File: config.mk
export PLATFORM = sky130hd
export DESIGN_NAME = sound_latch_ctrl
export DESIGN_NICKNAME = d
export VERILOG_FILES = /design/src/rtl/sound_latch_ctrl_pkg.sv /design/src/rtl/sound_latch_ctrl_rise_edge.sv /design/src/rtl/sound_latch_ctrl.sv
export SDC_FILE = /design/constraint.sdc
export NUM_CORES = 1
export LEC_CHECK = 0
export BUFFER_PORTS_ARGS = -buffer_cell sky130_fd_sc_hd__buf_4
export CORE_ASPECT_RATIO = 0.5
export CORE_MARGIN = 2
export CORE_UTILIZATION = 35
export DETAILED_ROUTE_END_ITERATION = 7
export PLACE_DENSITY_LB_ADDON = 0.25
export SLEW_MARGIN = 20
export SYNTH_ARGS = -nofsm -noshare
export SYNTH_HDL_FRONTEND = slang
export SYNTH_SLANG_ARGS = --single-unit
export TNS_END_PERCENT = 100
File: constraint.sdc
create_clock -name clk -period 2.5 [get_ports clk]
set_input_delay 0.125 -clock clk [delete_from_list [all_inputs] [get_ports clk]]
set_output_delay 0.125 -clock clk [all_outputs]
set_load 0.05 [all_outputs]
File: src/rtl/sound_latch_ctrl_pkg.sv
// Shared constants for the 68K-to-Z80 sound latch: default widths, banked
// window base and the pending-flag FSM encoding.
package sound_latch_ctrl_pkg;

    localparam int BANK_W_DEF = 5;
    localparam int WIN_W_DEF  = 14;

    localparam logic [15:0] BANKED_BASE = 16'hC000;

    localparam logic ST_IDLE    = 1'b0;
    localparam logic ST_PENDING = 1'b1;

endpackage

File: src/rtl/sound_latch_ctrl_rise_edge.sv
// One-bit rising-edge detector; history clears on reset so a strobe already
// high at release is reported on the first clock afterwards.
module rise_edge (
    input  logic clk,
    input  logic reset,
    input  logic din,
    output logic rise
);

    logic hist_p0;

    always_ff @(posedge clk) begin
        if (reset) begin
            hist_p0 <= 1'b0;
        end else begin
            hist_p0 <= din;
        end
    end

    assign rise = din & ~hist_p0;

endmodule

File: src/rtl/sound_latch_ctrl.sv
// Command latch, IRQ and ROM bank register linking the 68K main CPU to the
// Z80 sound CPU. Every chip-select is acted on once, at its rising edge.
module sound_latch_ctrl
    import sound_latch_ctrl_pkg::*;
#(
    parameter int BANK_W = BANK_W_DEF,
    parameter int WIN_W  = WIN_W_DEF,
    parameter int OVR_W  = 8
) (
    input  logic                      clk,
    input  logic                      reset,
    input  logic                      m68k_latch_cs,
    input  logic [7:0]                m68k_dout,
    input  logic                      z80_latch_cs,
    input  logic                      z80_latch_clr_cs,
    input  logic                      z80_bank_set_cs,
    input  logic [7:0]                z80_dout,
    input  logic [15:0]               z80_addr,
    input  logic                      z80_m1_n,
    input  logic                      z80_iorq_n,
    output logic [7:0]                z80_latch_dout,
    output logic                      z80_irq_n,
    output logic [BANK_W-1:0]         z80_bank,
    output logic [BANK_W+WIN_W-1:0]   z80_banked_addr,
    output logic                      m68k_snd_pending,
    output logic [OVR_W-1:0]          overrun_cnt
);

    function automatic logic [OVR_W-1:0] sat_inc(input logic [OVR_W-1:0] v);
        return (&v) ? v : v + 1'b1;
    endfunction

    logic wr_ev, clr_ev, bank_ev, ack_ev;
    logic state, state_nxt;
    logic ack_seen;

    rise_edge u_wr_edge   (.clk(clk), .reset(reset), .din(m68k_latch_cs),           .rise(wr_ev));
    rise_edge u_clr_edge  (.clk(clk), .reset(reset), .din(z80_latch_clr_cs),        .rise(clr_ev));
    rise_edge u_bank_edge (.clk(clk), .reset(reset), .din(z80_bank_set_cs),         .rise(bank_ev));
    rise_edge u_ack_edge  (.clk(clk), .reset(reset), .din(~z80_m1_n & ~z80_iorq_n), .rise(ack_ev));

    // A write event always wins over a clear arriving in the same clock.
    always_comb begin
        state_nxt = state;
        case (state)
            ST_IDLE:    if (wr_ev) state_nxt = ST_PENDING;
            ST_PENDING: if (clr_ev && !wr_ev) state_nxt = ST_IDLE;
            default:    state_nxt = ST_IDLE;
        endcase
    end

    always_ff @(posedge clk) begin
        if (reset) begin
            state          <= ST_IDLE;
            z80_irq_n      <= 1'b1;
            z80_latch_dout <= 8'h00;
            overrun_cnt    <= '0;
            z80_bank       <= '0;
            ack_seen       <= 1'b0;
        end else begin
            state     <= state_nxt;
            z80_irq_n <= (state != ST_PENDING);
            if (wr_ev) begin
                z80_latch_dout <= m68k_dout;
                if (state == ST_PENDING) overrun_cnt <= sat_inc(overrun_cnt);
            end
            if (bank_ev) z80_bank <= z80_dout[BANK_W-1:0];
            // Interrupt ack is only observed; the IRQ stays level until cleared.
            if (clr_ev)      ack_seen <= 1'b0;
            else if (ack_ev) ack_seen <= 1'b1;
        end
    end

    // z80_latch_cs is a plain read: the byte is always presented, no side effects.
    assign m68k_snd_pending = (state == ST_PENDING);
    assign z80_banked_addr  = {z80_bank, z80_addr[WIN_W-1:0]};

endmodule

### Yosys cells after proc, flatten, opt, wreduce, memory -nomap -nowiden

Index checks and enable logic that the tools add are counted.

* add/sub/neg operators: 1
* bitwise gates (word level): 8
* reductions and logical operators: 4
* muxes and demuxes: 3

Operator list (number)
* $add 8x1->8 const B: 1
* $reduce_and 8->1: 1
* $not 1->1: 5
* $and 1x1->1: 3
* $reduce_and 3->1: 1
* $mux 1: 2
* $pmux 1 s2: 1
* $logic_and 1x1->1: 1
* $logic_not 1->1: 1

* output and inout port bits: 42
* logic and storage cells: 24
* bits of input ports: 40
* register bits: 26

### Logic depth before layout (Yosys ltp)

Gate-level depths: netlist of run 1.

* word-level depth: 6
* depth in mapped cells: 5
* depth with buffers taken out: 5

### Modules after synthesis

Synthesis of run 1 repeated with hierarchy kept, for this count alone.

* cells, all modules: 125
* area total of the unflattened synthesis: 1281.2 sq um

Modules (own cells, without submodules)
* sound_latch_ctrl: area an instance 1138.6 sq um, instances 1, sequential area each 460.4 sq um, cells each 116
* rise_edge: area an instance 47.5 sq um, instances 3, sequential area each 20.0 sq um, cells each 3

### Least setup slack after synthesis of run 1

No wires, ideal clock.

* path type: register to register
* start: register overrun_cnt[0]
* end: register overrun_cnt[6]
* slack: 0.639 ns
* setup time: 0.128 ns
* arrival: 1.733 ns
* period minus slack after synthesis: 1.861 ns
* data required time: 2.372 ns
* cell stages (with the launch flop): 6
* buffers on the path: 0
* path through: dfxtp_1 ha_1 nand4_2 nor4_1 xnor2_1 nor2_1

* cells in the longest elaborated chain, start to end: 3
* elaborated cells between the ends (all ways): 4
* those cells by class: add/sub (1); bitwise (1); reduce/logical (2)

Ends and longest elaborated chain
* start: declaration: RTL line sound_latch_ctrl.sv:26 `output logic [OVR_W-1:0] overrun_cnt`
* start signal: assignment: RTL line sound_latch_ctrl.sv:65 `if (state == ST_PENDING) overrun_cnt <= sat_inc(overrun_cnt);`
* parallel branches: the longest is 3 deep, another holds $add 8x1->8

Parallel ways; which one is timed is not known.
A chain may end at the register's enable or synchronous reset.

### Worst setup path after layout of run 1

Ends and elaborated chain as after synthesis.

==> results.py, run 1 <==
metrics = {
    "run_status": {
        "outcome": "completed",
    },
    "timing": {
        "hold_violations": 0,
        "drv_slew": 0,
        "period_share_pct": 63.1,
        "max_freq_mhz": 634,
        "setup_violations": 0,
        "fin_setup_tns_ns": 0,
        "relSlewSlack_pct": 57.5,
        "rsz0062_at_grt": "false",
        "finClkSkew_ns": 0.00465,
        "fin_crit_ns": 1.58,
        "worstMarginPinSlew_ns": 0.637,
    },
    "critical_path": {
        "worstPathArrival_ns": 1.74,
        "crit_path_max_fanout": 5,
        "critPathKind": "flop to flop",
        "critPathLaunchType": "flop",
        "cp-end-kind": "flop",
        "required_ns": 2.66,
    },
    "synthesis": {
        "synth_seq_cells": 26,
        "synth_area_um2": 1200,
        "synth.top_cell.area_share_pct": 43.4,
        "synth_edf_count": 0,
        "synthCells": 132,
        "synth_ff_type": "dfxtp_1",
        "synth.distinct_cells": 28,
        "syn_nets": 173,
        "yosysSeqAreaShare_pct": 43.4,
        "async_flop_share_pct": 0,
        "yosys.area.top_type": "dfxtp_1",
        "yosysWarnings": 0,
        "syn_avg_cell_area_um2": 9.09,
        "synth.area.top_cells": "dfxtp_1 43%, buf_4 12%, nand2_1 5.9%",
    },
    "detailed_routing": {
        "vias": 890,
        "firstDrtPassIters": 4,
        "drt-total-wl_um": 2140,
        "routedWlPerCell_um": 11.0,
        "drt_iter0_drc": 30,
        "ant_nets": 0,
        "viasPerCell": 4.56,
        "drc": 0,
    },
    "floorplanning": {
        "fp.dieH_um": 45.4,
        "die_area_um2": 3940,
        "die_w_um": 86.8,
        "ios": 82,
        "start_util_pct": 38.3,
        "core_um2": 3140,
        "num_rows": 14,
    },
    "global_routing": {
        "use_met3_pct": 3.99,
        "use_met1_pct": 14.2,
        "grt_pass1_vias": 728,
        "grt-ovfl-total": 0,
        "top_usage_layer": "met2",
        "grt_pass1_wl_um": 3330,
        "use_met2_pct": 16.9,
        "grt_usage_pct": 11.0,
        "grt_start_max_net_pins": 30,
        "antenna_found_initial": 0,
    },
    "pwr": {
        "power_frac_clock_pct": 27.8,
        "p_sw_share_pct": 28.9,
        "p_int_mw": 0.598,
        "pwr-share-seq_pct": 52.7,
        "p_sw_mw": 0.243,
        "vdd_drop_max_uv": 199,
        "powerDensity_nw_per_um2": 575,
        "power_frac_comb_pct": 19.5,
        "p_leak_nw": 0.669,
        "power.total_mw": 0.841,
    },
    "layout": {
        "fin_cells": 195,
        "drive_above_1_share_pct": 35.5,
        "mostFrequentLayoutCells": "45 x buf_4, 26 x dfxtp_1, 19 x nand2_1, 12 x nor2_1, 10 x a21oi_1",
        "final_area_um2": 1460,
        "regArea_um2": 520,
        "n_antenna_cell": 0,
        "fillers": 317,
        "multi_input_area_um2": 505,
        "nets": 198,
        "mostFrequentLayoutCell": "buf_4",
        "areaGrowthSynthToFinish_pct": 21.9,
        "fin_util_pct": 46.6,
    },
    "placed_design": {
        "gp_congestion": 0.773,
        "place_area_um2": 1420,
        "dp_hpwl_um": 1560,
        "port-buffer-count": 45,
        "post-place-cells": 192,
    },
    "clocking": {
        "cts_setup_buffers": 0,
        "cts_resized": 0,
        "clock_path_buffers": 2,
        "clk_pin_slew_ns": 0.09,
        "cts_hold_buf": 0,
        "root_buffer": "clkbuf_8",
        "clk_latency_ns": 0.27,
        "numCtsBuffers": 3,
        "cts_tree": "built",
        "clock-sinks": 26,
        "h-tree-depth": 1,
    },
    "run": {
        "maxCapViolCount": 0,
    },
    "hold_path": {
        "holdCritPathClass": "input port to flop",
    },
}
critical path, stage by stage (launching register included):
cell     delay, ns
dfxtp_1       0.43
ha_1          0.31
nand4_2       0.17
nor4_1        0.36
xnor2_1       0.16
nor2_1        0.05
cells in the mapped netlist (2+ instances only):
cell type	count
a21oi_1	10
buf_4	19
clkbuf_1	5
dfxtp_1	26
inv_1	2
mux2i_1	6
nand2_1	19
nand3_1	4
nor2_1	12
nor2b_1	5
o21ai_0	3
or2b_1	2
or4_1	2
xnor2_1	2
xor2_1	2
per-stage QoR:
stage | hold WS (ns) | setup WS [ns]
2_1_floorplan | 0.253 | 0.639
3_3_place_gp | 0.251 | 0.942
3_5_place_dp | 0.251 | 0.933
4_1_cts | 0.0651 | 0.920
5_1_grt | 0.0882 | 0.816
6_report | 0.0689 | 0.923
power by group through the flow:
stage	clock, mW	sequential (mW)	combinational [mW]
floorplan	0	0.504	0.124
global placement	0	0.452	0.165
detailed placement	0	0.452	0.166
CTS	0.244	0.443	0.166
global route	0.259	0.445	0.174
finish	0.234	0.443	0.164
flip-flops by register name, summed over array words and instances (netlist names):
signal               flops
u_wr_edge.hist_p0        1
z80_irq_n                1
m68k_snd_pending         1
z80_bank                 5
overrun_cnt              8
u_clr_edge.hist_p0       1
z80_latch_dout           8
u_bank_edge.hist_p0      1
area by class of cell:
class / instances / area share, %
clock buffer: 3 / 2.82
inverter: 2 / 0.513
multi-input combinational: 79 / 34.6
sequential: 26 / 35.6
tap: 40 / 3.42
timing repair buffer: 45 / 23.1
final timing paths:
kind	end	depth (start not counted)	start	slack, ns
worst max-delay path	overrun_cnt[6]$_SDFFE_PP0P_	5	overrun_cnt[0]$_SDFFE_PP0P_	0.92
worst min-delay path	u_bank_edge.hist_p0$_SDFF_PP0_	2	z80_bank_set_cs	0.07
worst max register to register	overrun_cnt[6]$_SDFFE_PP0P_	5	overrun_cnt[0]$_SDFFE_PP0P_	0.92
worst min register to register	z80_latch_dout[6]$_SDFFE_PP0P_	2	z80_latch_dout[6]$_SDFFE_PP0P_	0.46
metal layers:
layer / up-vias / routed length [um] / part of all wire (%)
li1: 461 / - / -
met1: 382 / 988 / 46
met2: 43 / 955 / 45
met3: 4 / 189 / 8.8
met4: 0 / 8 / 0.37
met5: - / 0 / 0
logic make-up (layout without fill, tap and decap cells):
| kind of cell | after synthesis | in the layout | share of synthesized area (%) |
|---|---|---|---|
| xor gates and xnor gates | 4 | 4 | 2.92 |
| and+or+nand+nor | 51 | 51 | 22.4 |
| buffers and inverters | 27 | 50 | 14.5 |
| muxes | 6 | 6 | 5.01 |
| DFF | 26 | 26 | 43.4 |
| AOI/OAI and AO/OA | 17 | 17 | 10.7 |
| adders and majority gates | 1 | 1 | 1.04 |
No activity file was read; power rests on OpenSTA's default activity.
==> inputs of run 2 (changes only) <==
clock period = 1.6 ns   (was 2.5 ns; I/O delays follow)
==> run 2 against run 1 <==
  * Sequential share of layout area is 0.59 points lower
  * Global-route usage rose by 0.24 points
  * Worst hold slack lost 0.029 ns
  * Count of clock-buffer cells in the layout did not move
  * Clock skew decreased by 0.0028 ns
  * Core utilization rose by 1.4 points
  * Routed wire length rose by 4.5%
  * Critical path depth did not move
  * Combinational power is 62% higher
  * Clock power up 52%
  * Critical path type unchanged
==> results.py, run 2 (synthesized netlist as in run 1, its figures left out) <==
metrics = {
    "timing": {
        "setup_slack_ns": 0.116,
        "drv_slew": 0,
        "period_share_pct": 92.8,
        "fin_crit_ns": 1.48,
        "setup_violations": 0,
        "relSlewSlack_pct": 76.6,
        "hold_violations": 0,
        "rsz0062_at_grt": "false",
        "finClkSkew_ns": 0.00184,
        "worstMarginPinSlew_ns": 0.350,
        "max_freq_mhz": 674,
    },
    "layout": {
        "drive_above_1_share_pct": 40.9,
        "nets": 202,
        "mostFrequentLayoutCell": "buf_4",
        "final_area_um2": 1510,
        "fin_util_pct": 48.0,
        "n_antenna_cell": 0,
        "reg_top3": "overrun_cnt x8, z80_latch_dout x8, z80_bank x5",
        "areaGrowthSynthToFinish_pct": 25.4,
        "fillers": 323,
        "mostFrequentLayoutCells": "49 x buf_4, 21 x dfxtp_1, 19 x nand2_1, 12 x nor2_1, 10 x a21oi_1",
    },
    "run_status": {
        "outcome": "completed",
    },
    "clocking": {
        "numCtsBuffers": 3,
        "clock_path_buffers": 2,
        "clk_latency_ns": 0.26,
        "clk_pin_slew_ns": 0.08,
        "root_buffer": "clkbuf_8",
        "cts_tree": "built",
        "clock-sinks": 26,
        "h-tree-depth": 1,
        "cts_hold_buf": 0,
    },
    "run": {
        "maxCapViolCount": 0,
    },
    "detailed_routing": {
        "drt_iter0_drc": 26,
        "viasPerCell": 4.52,
        "routedWlPerCell_um": 11.2,
        "firstDrtPassIters": 4,
        "drc": 0,
        "ant_nets": 0,
        "drt-total-wl_um": 2240,
        "vias": 899,
    },
    "floorplanning": {
        "fp.dieH_um": 45.4,
        "die_w_um": 86.8,
        "num_rows": 14,
        "start_util_pct": 38.3,
        "die_area_um2": 3940,
        "ios": 82,
        "core_um2": 3140,
    },
    "global_routing": {
        "antenna_found_initial": 0,
        "grt_start_max_net_pins": 30,
        "grt-ovfl-total": 0,
        "grt_pass1_vias": 794,
        "grt_usage_pct": 11.2,
        "grt_pass1_wl_um": 3440,
    },
    "hold_path": {
        "holdCritPathClass": "input port to flop",
    },
    "critical_path": {
        "crit_path_max_fanout": 6,
        "required_ns": 1.81,
        "critPathKind": "flop to flop",
        "cp-end-kind": "flop",
        "critPathLaunchType": "flop",
        "worstPathArrival_ns": 1.69,
    },
    "pwr": {
        "p_leak_nw": 0.692,
        "powerDensity_nw_per_um2": 871,
        "vdd_drop_max_uv": 267,
        "power.total_mw": 1.31,
    },
    "placed_design": {
        "port-buffer-count": 45,
        "dp_slack_ns": 0.113,
        "dp_hpwl_um": 1620,
        "gp_congestion": 0.797,
        "place_area_um2": 1460,
    },
}
[run 2: layout make-up]
cell class                      count  area [um^2]  area share, %
Clock buffer                        3         41.3           2.74
Multi-Input combinational cell     79          512           34.0
Inverter                            2         7.51          0.499
Sequential cell                    26          527           35.0
Timing Repair Buffer               49          368           24.4
Tap cell                           40         50.0           3.33
[run 2: report_power, final]
part	switching, mW	internal [mW]	leakage (nW)
registers	0.0159	0.675	0.215
clock network	0.186	0.168	0.0216
logic	0.168	0.0975	0.455
[run 2: path summary, 6_finish.rpt]
kind	start	end	slack, ns	cells after the start
min reg2reg	z80_latch_dout[7]$_SDFFE_PP0P_	z80_latch_dout[7]$_SDFFE_PP0P_	0.46	2
max reg2reg	overrun_cnt[1]$_SDFFE_PP0P_	overrun_cnt[3]$_SDFFE_PP0P_	0.12	5
max	overrun_cnt[1]$_SDFFE_PP0P_	overrun_cnt[3]$_SDFFE_PP0P_	0.12	5
min	z80_bank_set_cs	u_bank_edge.hist_p0$_SDFF_PP0_	0.04	2
[run 2: metal layers]
metal | global-route usage [%] | vias to the layer above | part of all wire, %
met3 | 3.62 | 8 | 7.3
li1 | - | 468 | -
met2 | 18.2 | 32 | 46
met1 | 14.0 | 391 | 46
met5 | 0 | - | 0
met4 | 5.00 | 0 | 1.1
[run 2: critical path, stage by stage (launching register included)]
cell	delay, ns
dfxtp_2	0.35
ha_1	0.26
nand4_2	0.17
o21bai_4	0.11
or4_1	0.47
nand2_1	0.07
[run 2: through the flow]
step / instances / setup TNS (ns) / hold WS [ns]
4_1_cts: 199 / 0 / 0.0353
5_1_grt: 199 / 0 / 0.0508
3_3_place_gp: 196 / 0 / 0.160
2_1_floorplan: 132 / -0.0340 / 0.208
3_5_place_dp: 196 / 0 / 0.160
6_report: 199 / 0 / 0.0399
[run 2: timing repair]
action / CTS / global route
buffers inserted: 0 / 0
resized for setup: 0 / 1
setup endpoints to repair: 0 / 1
